## config.mk

```make
export PLATFORM = sky130hd
export DESIGN_NAME = imem_fetch_ctrl
export DESIGN_NICKNAME = d
export VERILOG_FILES = /design/src/rtl/imem_fetch_ctrl_pkg.sv /design/src/rtl/imem_fetch_ctrl_fetch_stage.sv /design/src/rtl/imem_fetch_ctrl.sv
export SDC_FILE = /design/constraint.sdc
export NUM_CORES = 1
export LEC_CHECK = 0
export BUFFER_PORTS_ARGS = -buffer_cell sky130_fd_sc_hd__buf_2
export CAP_MARGIN = 20
export CORE_MARGIN = 2
export CORE_UTILIZATION = 47
export CTS_BUF_LIST = sky130_fd_sc_hd__clkbuf_16
export DETAILED_ROUTE_END_ITERATION = 10
export PLACE_DENSITY = 0.79
export SLEW_MARGIN = 5
export SYNTH_ARGS = -nofsm -noshare
export SYNTH_HDL_FRONTEND = slang
export SYNTH_SLANG_ARGS = --single-unit
```

## constraint.sdc

```tcl
create_clock -name clk -period 3.7 [get_ports clk]
set_clock_uncertainty 0.1 [all_clocks]
set_input_delay 0.185 -clock clk [delete_from_list [all_inputs] [get_ports clk]]
set_output_delay 0.185 -clock clk [all_outputs]
set_load 0.03 [all_outputs]
```

## src/rtl/imem_fetch_ctrl_pkg.sv

```systemverilog
// imem_fetch_ctrl_pkg
//   Values shared by the fetch controller, the decode stage and the bench:
//   controller state encoding, instruction memory geometry, the PC a program
//   starts from after a load, and the NOP encoding used as the idle value of
//   the fetched-instruction register.
package imem_fetch_ctrl_pkg;

    localparam int          IM_DEPTH    = 128;
    localparam int          IM_AW       = 32;
    localparam int          IM_DW       = 32;
    localparam logic [31:0] IM_RESET_PC = 32'h0;
    localparam logic [31:0] NOP_INST    = 32'h0;

    typedef enum logic [2:0] {
        ST_IDLE   = 3'd0,
        ST_LOAD   = 3'd1,
        ST_RUN    = 3'd2,
        ST_HALTED = 3'd3,
        ST_FAULT  = 3'd4
    } fetch_state_t;

    // The load counter carries one bit beyond the memory index range.
    function automatic int cnt_width(input int depth);
        return $clog2(depth) + 1;
    endfunction

endpackage

```

## src/rtl/imem_fetch_ctrl_fetch_stage.sv

```systemverilog
// imem_fetch_stage
//   Output register between the instruction memory and decode. Holds one
//   fetched instruction and its word address under a valid/ready handshake.
//   Ports:
//     clk, rst_n   clock, asynchronous active-low reset
//     i_flush      drop the held instruction (redirect, load, fault)
//     i_load       capture i_inst/i_pc as a new valid instruction
//     i_inst/i_pc  instruction word and its word address from memory
//     i_ready      decode accepts the held instruction
//     o_valid/o_inst/o_pc  held instruction towards decode
module imem_fetch_stage
    import imem_fetch_ctrl_pkg::*;
#(
    parameter int AW = IM_AW
) (
    input  logic          clk,
    input  logic          rst_n,
    input  logic          i_flush,
    input  logic          i_load,
    input  logic [31:0]   i_inst,
    input  logic [AW-1:0] i_pc,
    input  logic          i_ready,
    output logic          o_valid,
    output logic [31:0]   o_inst,
    output logic [AW-1:0] o_pc
);

    logic          r_vld_p1;
    logic [31:0]   r_inst_p1;
    logic [AW-1:0] r_pc_p1;

    // ---- memory read -> decode boundary ----
    always_ff @(posedge clk or negedge rst_n) begin
        if (!rst_n) begin
            r_vld_p1  <= 1'b0;
            r_inst_p1 <= NOP_INST;
            r_pc_p1   <= '0;
        end else if (i_flush) begin
            r_vld_p1 <= 1'b0;
        end else if (i_load) begin
            r_vld_p1  <= 1'b1;
            r_inst_p1 <= i_inst;
            r_pc_p1   <= i_pc;
        end else if (i_ready) begin
            // Accepted with nothing new behind it (halt): the slot empties.
            r_vld_p1 <= 1'b0;
        end
    end

    assign o_valid = r_vld_p1;
    assign o_inst  = r_inst_p1;
    assign o_pc    = r_pc_p1;

endmodule

```

## src/rtl/imem_fetch_ctrl.sv

```systemverilog
// imem_fetch_ctrl
//   Sequencer/arbiter for the word-addressed instruction memory. The memory
//   port is owned by the boot loader in LOAD and by the program counter in
//   RUN/HALTED; fetched words go to decode through imem_fetch_stage.
//   Ports:
//     clk, rst_n                      clock, asynchronous active-low reset
//     ld_start/ld_valid/ld_data/ld_last/ld_ready   loader stream
//     im_addr/im_we/im_wdata/im_rdata  instruction memory port (rdata is
//                                      combinational from im_addr)
//     if_valid/if_ready/if_inst/if_pc  fetched instruction to decode
//     redirect_valid/redirect_pc       branch/jump target (word index)
//     halt                             level request to stop fetching
//     busy_load                        high while loading
//     fault                            sticky error, cleared only by reset
module imem_fetch_ctrl
    import imem_fetch_ctrl_pkg::*;
#(
    parameter int            DEPTH    = IM_DEPTH,
    parameter int            AW       = IM_AW,
    parameter logic [AW-1:0] RESET_PC = AW'(IM_RESET_PC)
) (
    input  logic          clk,
    input  logic          rst_n,
    input  logic          ld_start,
    input  logic          ld_valid,
    input  logic [31:0]   ld_data,
    input  logic          ld_last,
    output logic          ld_ready,
    output logic [AW-1:0] im_addr,
    output logic          im_we,
    output logic [31:0]   im_wdata,
    input  logic [31:0]   im_rdata,
    output logic          if_valid,
    input  logic          if_ready,
    output logic [31:0]   if_inst,
    output logic [AW-1:0] if_pc,
    input  logic          redirect_valid,
    input  logic [AW-1:0] redirect_pc,
    input  logic          halt,
    output logic          busy_load,
    output logic          fault
);

    localparam int CW = cnt_width(DEPTH);

    fetch_state_t  r_state, w_state_nxt;
    logic [AW-1:0] r_pc, w_pc_nxt;
    logic [CW-1:0] r_ld_cnt, w_cnt_nxt;
    logic          w_flush, w_load, w_can_adv, w_if_valid;

    // Output slot is free or being emptied this cycle.
    assign w_can_adv = !w_if_valid || if_ready;

    always_ff @(posedge clk or negedge rst_n) begin
        if (!rst_n) begin
            r_state  <= ST_IDLE;
            r_pc     <= RESET_PC;
            r_ld_cnt <= '0;
        end else begin
            r_state  <= w_state_nxt;
            r_pc     <= w_pc_nxt;
            r_ld_cnt <= w_cnt_nxt;
        end
    end

    always_comb begin
        w_state_nxt = r_state;
        w_pc_nxt    = r_pc;
        w_cnt_nxt   = r_ld_cnt;
        w_flush     = 1'b0;
        w_load      = 1'b0;
        ld_ready    = 1'b0;
        busy_load   = 1'b0;
        fault       = 1'b0;
        im_we       = 1'b0;
        im_addr     = '0;
        im_wdata    = '0;

        case (r_state)
            ST_IDLE: begin
                if (ld_start) begin
                    w_state_nxt = ST_LOAD;
                    w_cnt_nxt   = '0;
                end
            end

            ST_LOAD: begin
                busy_load = 1'b1;
                ld_ready  = 1'b1;
                w_flush   = 1'b1;
                im_addr   = AW'(r_ld_cnt);
                if (ld_valid) begin
                    im_we     = 1'b1;
                    im_wdata  = ld_data;
                    w_cnt_nxt = r_ld_cnt + CW'(1);
                    if (ld_last) begin
                        w_state_nxt = ST_RUN;
                        w_pc_nxt    = RESET_PC;
                    end else if (r_ld_cnt == CW'(DEPTH - 1)) begin
                        // Program overflows memory: last slot is still written.
                        w_state_nxt = ST_FAULT;
                    end
                end
            end

            ST_RUN: begin
                im_addr = r_pc;
                if (ld_start) begin
                    w_state_nxt = ST_LOAD;
                    w_cnt_nxt   = '0;
                    w_flush     = 1'b1;
                end else if (redirect_valid) begin
                    // Target is range-checked only when it is fetched.
                    w_pc_nxt = redirect_pc;
                    w_flush  = 1'b1;
                end else if (w_can_adv) begin
                    if (halt) begin
                        w_state_nxt = ST_HALTED;
                    end else if (r_pc >= AW'(DEPTH)) begin
                        w_state_nxt = ST_FAULT;
                        w_flush     = 1'b1;
                    end else begin
                        w_load   = 1'b1;
                        w_pc_nxt = r_pc + AW'(1);
                    end
                end
            end

            ST_HALTED: begin
                im_addr = r_pc;
                if (ld_start) begin
                    w_state_nxt = ST_LOAD;
                    w_cnt_nxt   = '0;
                    w_flush     = 1'b1;
                end else begin
                    if (redirect_valid) begin
                        // Held instruction is on the abandoned path.
                        w_pc_nxt = redirect_pc;
                        w_flush  = 1'b1;
                    end
                    if (!halt) begin
                        w_state_nxt = ST_RUN;
                    end
                end
            end

            ST_FAULT: begin
                fault   = 1'b1;
                w_flush = 1'b1;
            end

            default: begin
                w_state_nxt = ST_IDLE;
                w_flush     = 1'b1;
            end
        endcase
    end

    imem_fetch_stage #(
        .AW (AW)
    ) u_fetch_stage (
        .clk     (clk),
        .rst_n   (rst_n),
        .i_flush (w_flush),
        .i_load  (w_load),
        .i_inst  (im_rdata),
        .i_pc    (r_pc),
        .i_ready (if_ready),
        .o_valid (w_if_valid),
        .o_inst  (if_inst),
        .o_pc    (if_pc)
    );

    assign if_valid = w_if_valid;

endmodule

```

==> results of run 1 <==
[registers in the layout, summed over array words and instances (netlist names)]
name and cells:
u_fetch_stage.o_pc 32, u_fetch_stage.o_valid 1, r_pc 32, r_state 3
u_fetch_stage.o_inst 32, r_ld_cnt 8
[power groups by stage]
stage | Clock, mW | Sequential (mW) | Combinational [mW]
4_1_cts | 0.899 | 1.66 | 1.66
2_1_floorplan | 0 | 1.64 | 1.16
6_report | 0.876 | 1.67 | 1.67
3_3_place_gp | 0 | 1.66 | 1.60
3_5_place_dp | 0 | 1.67 | 1.63
5_1_grt | 0.948 | 1.70 | 1.80
[worst max-delay path: stages, from the launching register on]
cell and delay [ps]:
dfrtp_1 700, nand2b_1 150, nor2_1 660, nand2_1 190, o21ai_0 200, buf_2 270
[cell usage in the layout, fill, tap and decap left out, drive strengths merged, types with 4 or more instances in the layout]
| cell type | synthesis | final |
|---|---|---|
| nor2b | 30 | 30 |
| o31ai | 8 | 8 |
| nor4 | 8 | 8 |
| o311ai | 4 | 4 |
| a22o | 16 | 16 |
| xor2 | 4 | 4 |
| buf | 15 | 242 |
| o21ai | 14 | 14 |
| nor3 | 8 | 8 |
| nand3 | 17 | 17 |
| dlygate4sd3 | 0 | 33 |
| o211ai | 7 | 7 |
| and4 | 4 | 4 |
| nor2 | 26 | 26 |
| a21oi | 8 | 8 |
| nand2 | 33 | 33 |
| mux2 | 51 | 51 |
| inv | 12 | 14 |
| dfrtp | 108 | 108 |
| and3 | 13 | 13 |
| nand4 | 5 | 5 |
| and2 | 52 | 52 |
| a31oi | 7 | 7 |
| clkbuf | 18 | 9 |
| o2bb2ai | 6 | 6 |
[repair_timing]
item,4_1_cts,5_1_grt
hold buffers,33,0
setup buffers,0,0
resized for setup,0,0
hold endpoints to repair,113,0
[area by class of cell]
class	instances	share of cell area (%)
clock buffers	9	3.05
clock inverters	6	0.559
inverters	12	0.610
multi-input cells	361	35.2
flip-flops and latches	108	36.6
well taps	143	2.42
repair buffers	275	21.6
[per-layer routing]
metal  vias to the layer above  GRT usage, %
li1                       2328             -
met1                      2325          31.4
met4                         0          8.94
met3                        29          4.90
met2                       223          44.5
met5                         -             0
[logic make-up after synthesis]
| kind of cell | Yosys count | share of synthesized area [%] |
|---|---|---|
| buffers and inverters | 45 | 3.79 |
| adders and majority gates | 3 | 0.685 |
| DFF | 108 | 49.3 |
| AOI/OAI and AO/OA | 90 | 12.4 |
| xor gates and xnor gates | 6 | 0.959 |
| and+or+nand+nor | 211 | 21.9 |
| muxes | 51 | 11.0 |
[metrics by stage]
step                      hold slack (ps)  instances
after floorplan                      -211        514
after global placement                302        865
after global routing                 47.2        914
after detailed placement              318        865
final                                31.6        914
after CTS                            17.0        913
[worst paths after layout]
kind                       depth (start not counted)                   from  slack (ps)                      end
setup / recovery                                   5             r_state[0]         890               im_addr[1]
hold / removal                                     3         redirect_pc[2]          30                  r_pc[2]
setup reg to reg                                   5             r_state[2]         900  u_fetch_stage.o_inst[8]
hold reg to reg                                    1  u_fetch_stage.o_pc[6]         390    u_fetch_stage.o_pc[6]
max in group asynchronous                          4                  rst_n        2360   u_fetch_stage.o_pc[26]
min in group asynchronous                          2                  rst_n         150               r_state[0]
==> impl_metrics.env, run 1 <==
export IMPL_outcome="completed"
export IMPL_fp_dieH_um=112
export IMPL_slew_headroom_pct=39.5
export IMPL_final_util_pct=64.6
export IMPL_rsz0062_at_grt="no"
export IMPL_drc=0
export IMPL_yosysWarnings=0
export IMPL_grt_overflow=0
export IMPL_vdd_drop_max_v=0.000314
export IMPL_p_int_mw=2.46
export IMPL_place_congestion=0.878
export IMPL_layout_nets=874
export IMPL_fin_ws_ps=890
export IMPL_io_buffer_count=236
export IMPL_yosysUniqueCellTypes=62
export IMPL_design_area_mm2=0.00738
export IMPL_end_kind="output port"
export IMPL_synth_nets=621
export IMPL_core_region_area_mm2=0.0114
export IMPL_dr_pass1_iters=5
export IMPL_num_vias=4905
export IMPL_multiInputGateArea_mm2=0.00260
export IMPL_post_drt_via_cell_ratio=5.37
export IMPL_period_needed_ps=2810
export IMPL_period_share_pct=75.9
export IMPL_ys_flop_type="dfrtp_1"
export IMPL_antenna_cells=0
export IMPL_cts_buffers=9
export IMPL_async_flop_share_pct=100
export IMPL_pin_count=237
export IMPL_syn_inst=514
export IMPL_worst_ep_required_time_ps=3410
export IMPL_wl_met3_um=1020
export IMPL_nFillCells=938
export IMPL_rows=39
export IMPL_cts_max_level=3
export IMPL_max_freq_mhz=356
export IMPL_total_power_mw=4.21
export IMPL_worst_pin_slew_ps=901
export IMPL_grt_pass1_vias=5012
export IMPL_area_delta_synth_final_pct=34.7
export IMPL_drtAntennaViolNets=0
export IMPL_synth_edf_count=0
export IMPL_synth_top_area_share_pct=49.3
export IMPL_seq_power_share_pct=39.6
export IMPL_synth_most_common_cell="dfrtp_1"
export IMPL_layout_drive_gt1_share_pct=40.9
export IMPL_cts_root_buf="clkbuf_16"
export IMPL_place_area_mm2=0.00676
export IMPL_start_kind="flip-flop"
export IMPL_totalWireLength_um=15800
export IMPL_wl_met1_um=6200
export IMPL_total_leakage_power_nw=4.01
export IMPL_p_per_area_mw_per_mm2=570
export IMPL_arrival_ps=2520
export IMPL_grt_max_degree=83
export IMPL_setup_worst_path_class="flip-flop to output port"
export IMPL_setup_tns_final_ps=0
export IMPL_dieArea_mm2=0.0125
export IMPL_synth_seq_cells=108
export IMPL_p_comb_share_pct=39.6
export IMPL_swShare_pct=41.6
export IMPL_top_layer="met4"
export IMPL_finalSetupViolations=0
export IMPL_hold_violations=0
export IMPL_syn_cell_area_mm2=0.00548
export IMPL_p_sw_mw=1.75
export IMPL_hpwl_um=11300
export IMPL_antenna_found_initial=0
export IMPL_regArea_mm2=0.00270
export IMPL_synth_largest_area_cell="dfrtp_1"
export IMPL_clk_latency_ps=340
export IMPL_post_drt_wl_per_cell_um=17.3
export IMPL_yosysSeqAreaShare_pct=49.3
export IMPL_drt_iter0_drc=325
export IMPL_drv_cap=0
export IMPL_dieWidth_um=112
export IMPL_avgSynthCellArea_um2=10.7
export IMPL_cts_tree="done"
export IMPL_drv_slew=0
export IMPL_clock_path_buffers=2
export IMPL_dpl_worst_slack_ps=956
export IMPL_start_util_pct=48.0
export IMPL_cts_sinks=108
export IMPL_clkTransAtPathRegs_ps=70
export IMPL_synth_commonest_cells="dfrtp_1 (108), and2_1 (52), mux2_2 (39)"
export IMPL_min_path_type="primary input to flip-flop"
export IMPL_grt_first_pass_wirelength_um=25500
export IMPL_route_met2_wl_um=8190
export IMPL_p_clk_share_pct=20.8
export IMPL_critPathMaxFanout=19
export IMPL_grt_use_total_pct=25.4
export IMPL_yosys_top_cells_area="dfrtp_1 (49%), mux2_2 (8.0%), and2_1 (5.9%)"
No activity file was read; power rests on OpenSTA's default activity.
==> run 2, diff against run 1 <==
clock period = 2.7 ns   (was 3.7 ns; I/O delays follow)
==> run 2 against run 1 <==
  * Clock-buffer cell count unchanged
  * Flip-flop and latch count stayed put
  * Clock power grew 50%
  * Non-clock buffer count up 14
  * Die area stayed put
  * Cell area rose by 1.9%
  * Register-to-register slack got worse by 700 ps
  * Hold slack worse by 23 ps
  * Sequential share of layout area decreased by 0.69 points
  * Total power grew 41%
  * Via count is 2.9% higher
  * Wire length grew 1.4%
  * Largest power group is now combinational cells
  * Highest routed layer unchanged
==> impl_metrics.env, run 2 (same netlist as run 1, synthesis figures left out) <==
export IMPL_outcome="completed"
export IMPL_post_drt_wl_per_cell_um=17.3
export IMPL_drc=0
export IMPL_clock_path_buffers=2
export IMPL_finalSetupViolations=0
export IMPL_hpwl_um=11600
export IMPL_layout_common_cells="buf_2 (235), dfrtp_1 (108), and2_1 (52), dlygate4sd3_1 (40), mux2_2 (39)"
export IMPL_max_freq_mhz=400
export IMPL_core_region_area_mm2=0.0114
export IMPL_p_comb_share_pct=40.5
export IMPL_antenna_cells=0
export IMPL_end_kind="flip-flop"
export IMPL_start_util_pct=48.0
export IMPL_grt_use_total_pct=25.8
export IMPL_drtAntennaViolNets=0
export IMPL_cts_max_level=3
export IMPL_p_sw_mw=2.49
export IMPL_p_per_area_mw_per_mm2=791
export IMPL_area_delta_synth_final_pct=37.3
export IMPL_p_int_mw=3.46
export IMPL_fp_dieH_um=112
export IMPL_num_vias=5045
export IMPL_start_kind="flip-flop"
export IMPL_critPathMaxFanout=65
export IMPL_cts_tree="done"
export IMPL_vdd_drop_max_v=0.000796
export IMPL_drt_iter0_drc=427
export IMPL_clk_latency_ps=350
export IMPL_swShare_pct=41.8
export IMPL_place_congestion=0.876
export IMPL_cts_buffers=9
export IMPL_period_share_pct=92.6
export IMPL_grt_overflow=0
export IMPL_worst_ep_required_time_ps=2840
export IMPL_design_area_mm2=0.00752
export IMPL_pin_count=237
export IMPL_period_needed_ps=2500
export IMPL_layout_drive_gt1_share_pct=41.1
export IMPL_worst_pin_slew_ps=782
export IMPL_place_area_mm2=0.00683
export IMPL_slew_headroom_pct=47.3
export IMPL_p_clk_share_pct=22.0
export IMPL_setup_tns_final_ps=0
export IMPL_grt_pass1_vias=5079
export IMPL_cts_sinks=108
export IMPL_antenna_found_initial=0
export IMPL_dieWidth_um=112
export IMPL_arrival_ps=2640
export IMPL_drv_cap=0
export IMPL_layout_nets=888
export IMPL_hold_violations=0
export IMPL_dr_pass1_iters=5
export IMPL_dieArea_mm2=0.0125
export IMPL_grt_max_degree=66
export IMPL_fin_ws_ps=199
export IMPL_post_drt_via_cell_ratio=5.43
export IMPL_seq_power_share_pct=37.5
export IMPL_totalWireLength_um=16000
export IMPL_cts_root_buf="clkbuf_16"
export IMPL_total_leakage_power_nw=4.09
export IMPL_io_buffer_count=236
export IMPL_cts_resized_gates=0
export IMPL_min_path_type="primary input to flip-flop"
export IMPL_rsz0062_at_grt="no"
export IMPL_final_common_cell="buf_2"
export IMPL_dpl_worst_slack_ps=218
export IMPL_clkTransAtPathRegs_ps=80
export IMPL_grt_first_pass_wirelength_um=25800
export IMPL_setup_worst_path_class="flip-flop to flip-flop"
export IMPL_drv_slew=0
export IMPL_rows=39
[run 2: layout make-up]
type / count / area [µm²]
inverter: 12 / 45.0
multi-input combinational: 361 / 2600
timing repair buffer: 289 / 1710
clock inverter: 7 / 67.6
sequential: 108 / 2700
clock buffer: 9 / 225
fill: 904 / 3900
tap: 143 / 179
[run 2: worst paths after layout]
check | startpoint | end | slack (ps) | depth (start not counted)
max | r_pc[24] | u_fetch_stage.o_inst[22] | 200 | 5
min | redirect_pc[9] | r_pc[9] | 9 | 4
max reg2reg | r_pc[24] | u_fetch_stage.o_inst[22] | 200 | 5
min reg2reg | u_fetch_stage.o_pc[4] | u_fetch_stage.o_pc[4] | 400 | 1
max in group asynchronous | rst_n | u_fetch_stage.o_pc[21] | 1490 | 3
min in group asynchronous | rst_n | r_pc[27] | 270 | 2
[run 2: per-layer routing]
layer  vias to the layer above  GRT usage [%]  share of wire (%)
met3                        40           4.79                6.5
met5                         -              0                  0
li1                       2372              -                  -
met4                         0           11.0                3.1
met1                      2401           32.1                 40
met2                       232           44.5                 51
[run 2: repair_timing]
action / CTS / global route
setup buffers: 0 / 0
endpoints found under the hold margin: 91 / 0
hold buffers: 40 / 0
[run 2: worst max-delay path, cell delays in order, from the launching register on]
cell and delay, ps:
dfrtp_1 460, nor4_1 360, nand3_1 330, nor4b_4 390
buf_12 330, mux2_2 390
[run 2: power groups by stage]
| stage | Clock, mW | Combinational, mW | Sequential [mW] |
|---|---|---|---|
| detailed placement | 0 | 2.35 | 2.25 |
| finish | 1.31 | 2.41 | 2.23 |
| floorplan | 0 | 1.59 | 2.24 |
| global route | 1.40 | 2.59 | 2.28 |
| CTS | 1.33 | 2.41 | 2.22 |
| global placement | 0 | 2.31 | 2.23 |
[run 2: stage by stage]
step | hold WS [ps] | std cells | utilization (%) | power (mW)
after global routing | 23.7 | 929 | 65.9 | 6.27
after floorplan | -261 | 514 | - | 3.84
final | 8.75 | 929 | 65.9 | 5.95
after global placement | 127 | 873 | 59.8 | 4.54
after detailed placement | 133 | 873 | 59.8 | 4.60
after CTS | 3.68 | 929 | 65.9 | 5.95
==> run 3, diff against run 2 <==
CORE_UTILIZATION = 50   (was 47)
CTS_CLUSTER_SIZE = 16   (was unset)
PLACE_DENSITY = 0.82   (was 0.79)
SYNTH_HIERARCHICAL = 1   (was unset)
==> run 3 against run 2 <==
  * The flow now finishes with violations (negative hold slack)
  * Worst setup slack worse by 71 ps
  * Register-to-register slack worse by 70 ps
  * Die area is 4.9% higher
  * Clock power is 8% higher
  * Wire length is 24% higher
  * Combinational power is 20% higher
  * Synthesized area is 12% higher
  * Total power is 10% higher
  * Non-clock buffer count is 27 higher
  * Synthesized cell count is 9.7% higher
  * Critical path depth is 4 higher
  * Highest routed layer unchanged
==> impl_metrics.env, run 3 <==
export IMPL_outcome="finished, violations left"
export IMPL_violations="negative hold slack"
export IMPL_fin_ws_ps=128
export IMPL_synth_commonest_cells="dfrtp_1 (108), and2_1 (61), mux2_4 (60)"
export IMPL_route_met2_wl_um=9650
export IMPL_syn_inst=564
export IMPL_hpwl_um=13900
export IMPL_post_drt_wl_per_cell_um=19.7
export IMPL_num_vias=5948
export IMPL_slew_headroom_pct=62.9
export IMPL_total_leakage_power_nw=4.25
export IMPL_yosysWarnings=6
export IMPL_grt_max_degree=70
export IMPL_drv_slew=0
export IMPL_p_per_area_mw_per_mm2=784
export IMPL_synth_largest_area_cell="dfrtp_1"
export IMPL_worst_pin_slew_ps=552
export IMPL_rsz0062_at_grt="no"
export IMPL_cts_root_buf="clkbuf_16"
export IMPL_dr_pass1_iters=5
export IMPL_cts_sinks=108
export IMPL_period_needed_ps=2570
export IMPL_setup_tns_final_ps=0
export IMPL_syn_cell_area_mm2=0.00612
export IMPL_critPathMaxStageDelay_ps=470
export IMPL_area_delta_synth_final_pct=36.5
export IMPL_hp_start="redirect_pc[11]"
export IMPL_dieArea_mm2=0.0131
export IMPL_rows=40
export IMPL_top_layer="met4"
export IMPL_synth_nets=671
export IMPL_antenna_found_initial=1
export IMPL_critPathMaxFanout=27
export IMPL_synth_edf_count=0
export IMPL_grt_overflow=0
export IMPL_worst_ep_required_time_ps=2830
export IMPL_ys_flop_type="dfrtp_1"
export IMPL_wl_met3_um=1860
export IMPL_layout_drive_gt1_share_pct=42.9
export IMPL_start_util_pct=51.2
export IMPL_reg2reg_from="r_pc[13]"
export IMPL_end_kind="flip-flop"
export IMPL_wl_met1_um=7480
export IMPL_whs_ps=-5.46
export IMPL_start_kind="flip-flop"
export IMPL_slowest_stage="dfrtp_1"
export IMPL_yosys_top_cells_area="dfrtp_1 (44%), mux2_4 (15%), and2_1 (6.2%)"
export IMPL_final_common_cell="buf_2"
export IMPL_clk_latency_ps=340
export IMPL_synth_top_area_share_pct=44.1
export IMPL_drt_iter0_drc=571
export IMPL_setup_worst_path_class="flip-flop to flip-flop"
export IMPL_fp_dieH_um=115
export IMPL_drv_cap=0
export IMPL_layout_nets=965
export IMPL_period_share_pct=95.3
export IMPL_hold_violations=1
export IMPL_pin_count=237
export IMPL_final_util_pct=69.9
export IMPL_async_flop_share_pct=100
export IMPL_synth_most_common_cell="dfrtp_1"
export IMPL_post_drt_via_cell_ratio=5.88
export IMPL_io_buffer_count=236
export IMPL_core_region_area_mm2=0.0120
export IMPL_vdd_drop_max_v=0.000468
export IMPL_place_congestion=0.960
export IMPL_yosysUniqueCellTypes=59
export IMPL_yosysSeqAreaShare_pct=44.1
export IMPL_totalWireLength_um=19900
export IMPL_arrival_ps=2700
export IMPL_max_freq_mhz=389
export IMPL_dieWidth_um=115
export IMPL_dpl_worst_slack_ps=173
export IMPL_cts_max_level=3
export IMPL_synth_seq_cells=108
export IMPL_drc=0
export IMPL_cts_tree="done"
export IMPL_grt_use_total_pct=29.6
export IMPL_grt_first_pass_wirelength_um=30100
export IMPL_grt_pass1_vias=5898
export IMPL_cts_buffers=9
export IMPL_min_path_type="primary input to flip-flop"
export IMPL_layout_common_cells="buf_2 (235), dfrtp_1 (108), and2_1 (61), mux2_4 (60), dlygate4sd3_1 (47)"
export IMPL_worstSetupStartpoint="r_pc[13]"
export IMPL_finalSetupViolations=0
export IMPL_path_cells="nor4_1, nand4_1, nor2_1, o21a_1, o21bai_1, nor2b_4, buf_4, buf_12, mux2_2"
export IMPL_nFillCells=838
export IMPL_avgSynthCellArea_um2=10.9
export IMPL_drtAntennaViolNets=0
export IMPL_clock_path_buffers=2
export IMPL_clkTransAtPathRegs_ps=70
==> run 3: changes by cell type after synthesis, moves of 6 or more <==
cell,previous run,this run
nand2_1,32,42
nor2b_1,30,2
and3_1,13,5
and2_1,52,61
o21ai_2,0,10
buf_12,0,7
or3_1,1,7
a21oi_1,8,29
mux2_2,39,4
nor4_1,6,12
a22o_1,16,8
mux2_4,7,60
==> run 3: what timing repair did <==
item,4_1_cts,5_1_grt
hold buffers,47,0
setup buffers,0,2
hold endpoints to repair,85,0
resized for setup,0,1
setup endpoints to repair,0,37
==> run 3: stage by stage <==
| step | cell area, µm² | cells | power [mW] |
|---|---|---|---|
| finish | 8360 | 1011 | 6.55 |
| global route | 8360 | 1011 | 6.86 |
| CTS | 8310 | 1007 | 6.50 |
| detailed placement | 7520 | 944 | 5.04 |
| global placement | 7520 | 944 | 4.95 |
| floorplan | 6120 | 564 | 3.97 |
==> run 3: cells by family (layout without fill, tap and decap cells) <==
kind of cell / count (synthesis) / in the layout / share of synthesized area (%)
fa+ha+maj: 3 / 3 / 0.613
flops: 108 / 108 / 44.1
buf+inv: 44 / 343 / 5.05
mux: 64 / 64 / 15.4
simple gates: 217 / 217 / 19.9
other cells: 0 / 1 / 0
xor+xnor: 4 / 4 / 0.572
compound gates: 124 / 124 / 14.3
==> run 3: cell type report <==
class / count / area (µm²) / area share, %
Clock buffer: 9 / 225 / 2.69
Inverter: 11 / 41.3 / 0.494
Sequential cell: 108 / 2700 / 32.3
Antenna cell: 1 / 2.50 / 0.0299
Clock inverter: 7 / 97.6 / 1.17
Timing Repair Buffer: 316 / 1970 / 23.6
Tap cell: 147 / 184 / 2.20
Multi-Input combinational cell: 412 / 3140 / 37.5
==> run 3: worst paths after layout <==
| path | to | slack (ps) | depth (start not counted) |
|---|---|---|---|
| hold reg to reg | u_fetch_stage/o_inst[28] | 400 | 1 |
| max in group asynchronous | r_pc[29] | 1500 | 3 |
| setup reg to reg | u_fetch_stage/o_inst[29] | 130 | 9 |
| hold / removal | r_pc[11] | -5 | 3 |
| min in group asynchronous | u_fetch_stage/o_inst[18] | 220 | 2 |
| setup / recovery | u_fetch_stage/o_inst[29] | 130 | 9 |
==> run 3: worst max-delay path, delay by kind of cell, from the launching register on <==
kind,cells,cell delay (ps)
buffers and inverters,2,340
AO/OA/AOI/OAI,2,290
AND/OR/NAND/NOR,4,860
flip-flops,1,470
multiplexers,1,370
==> run 3: layer usage <==
metal	up-vias	track usage, %
li1	2645	-
met1	2833	36.2
met2	399	50.7
met3	71	4.45
met4	0	15.2
met5	-	0
==> run 3: where the power goes <==
group / total, mW / switching (mW) / internal (mW)
sequential: 2.26 / 0.360 / 1.90
combinational: 2.88 / 1.80 / 1.08
clock: 1.42 / 0.599 / 0.818
total: 6.55 / 2.76 / 3.80
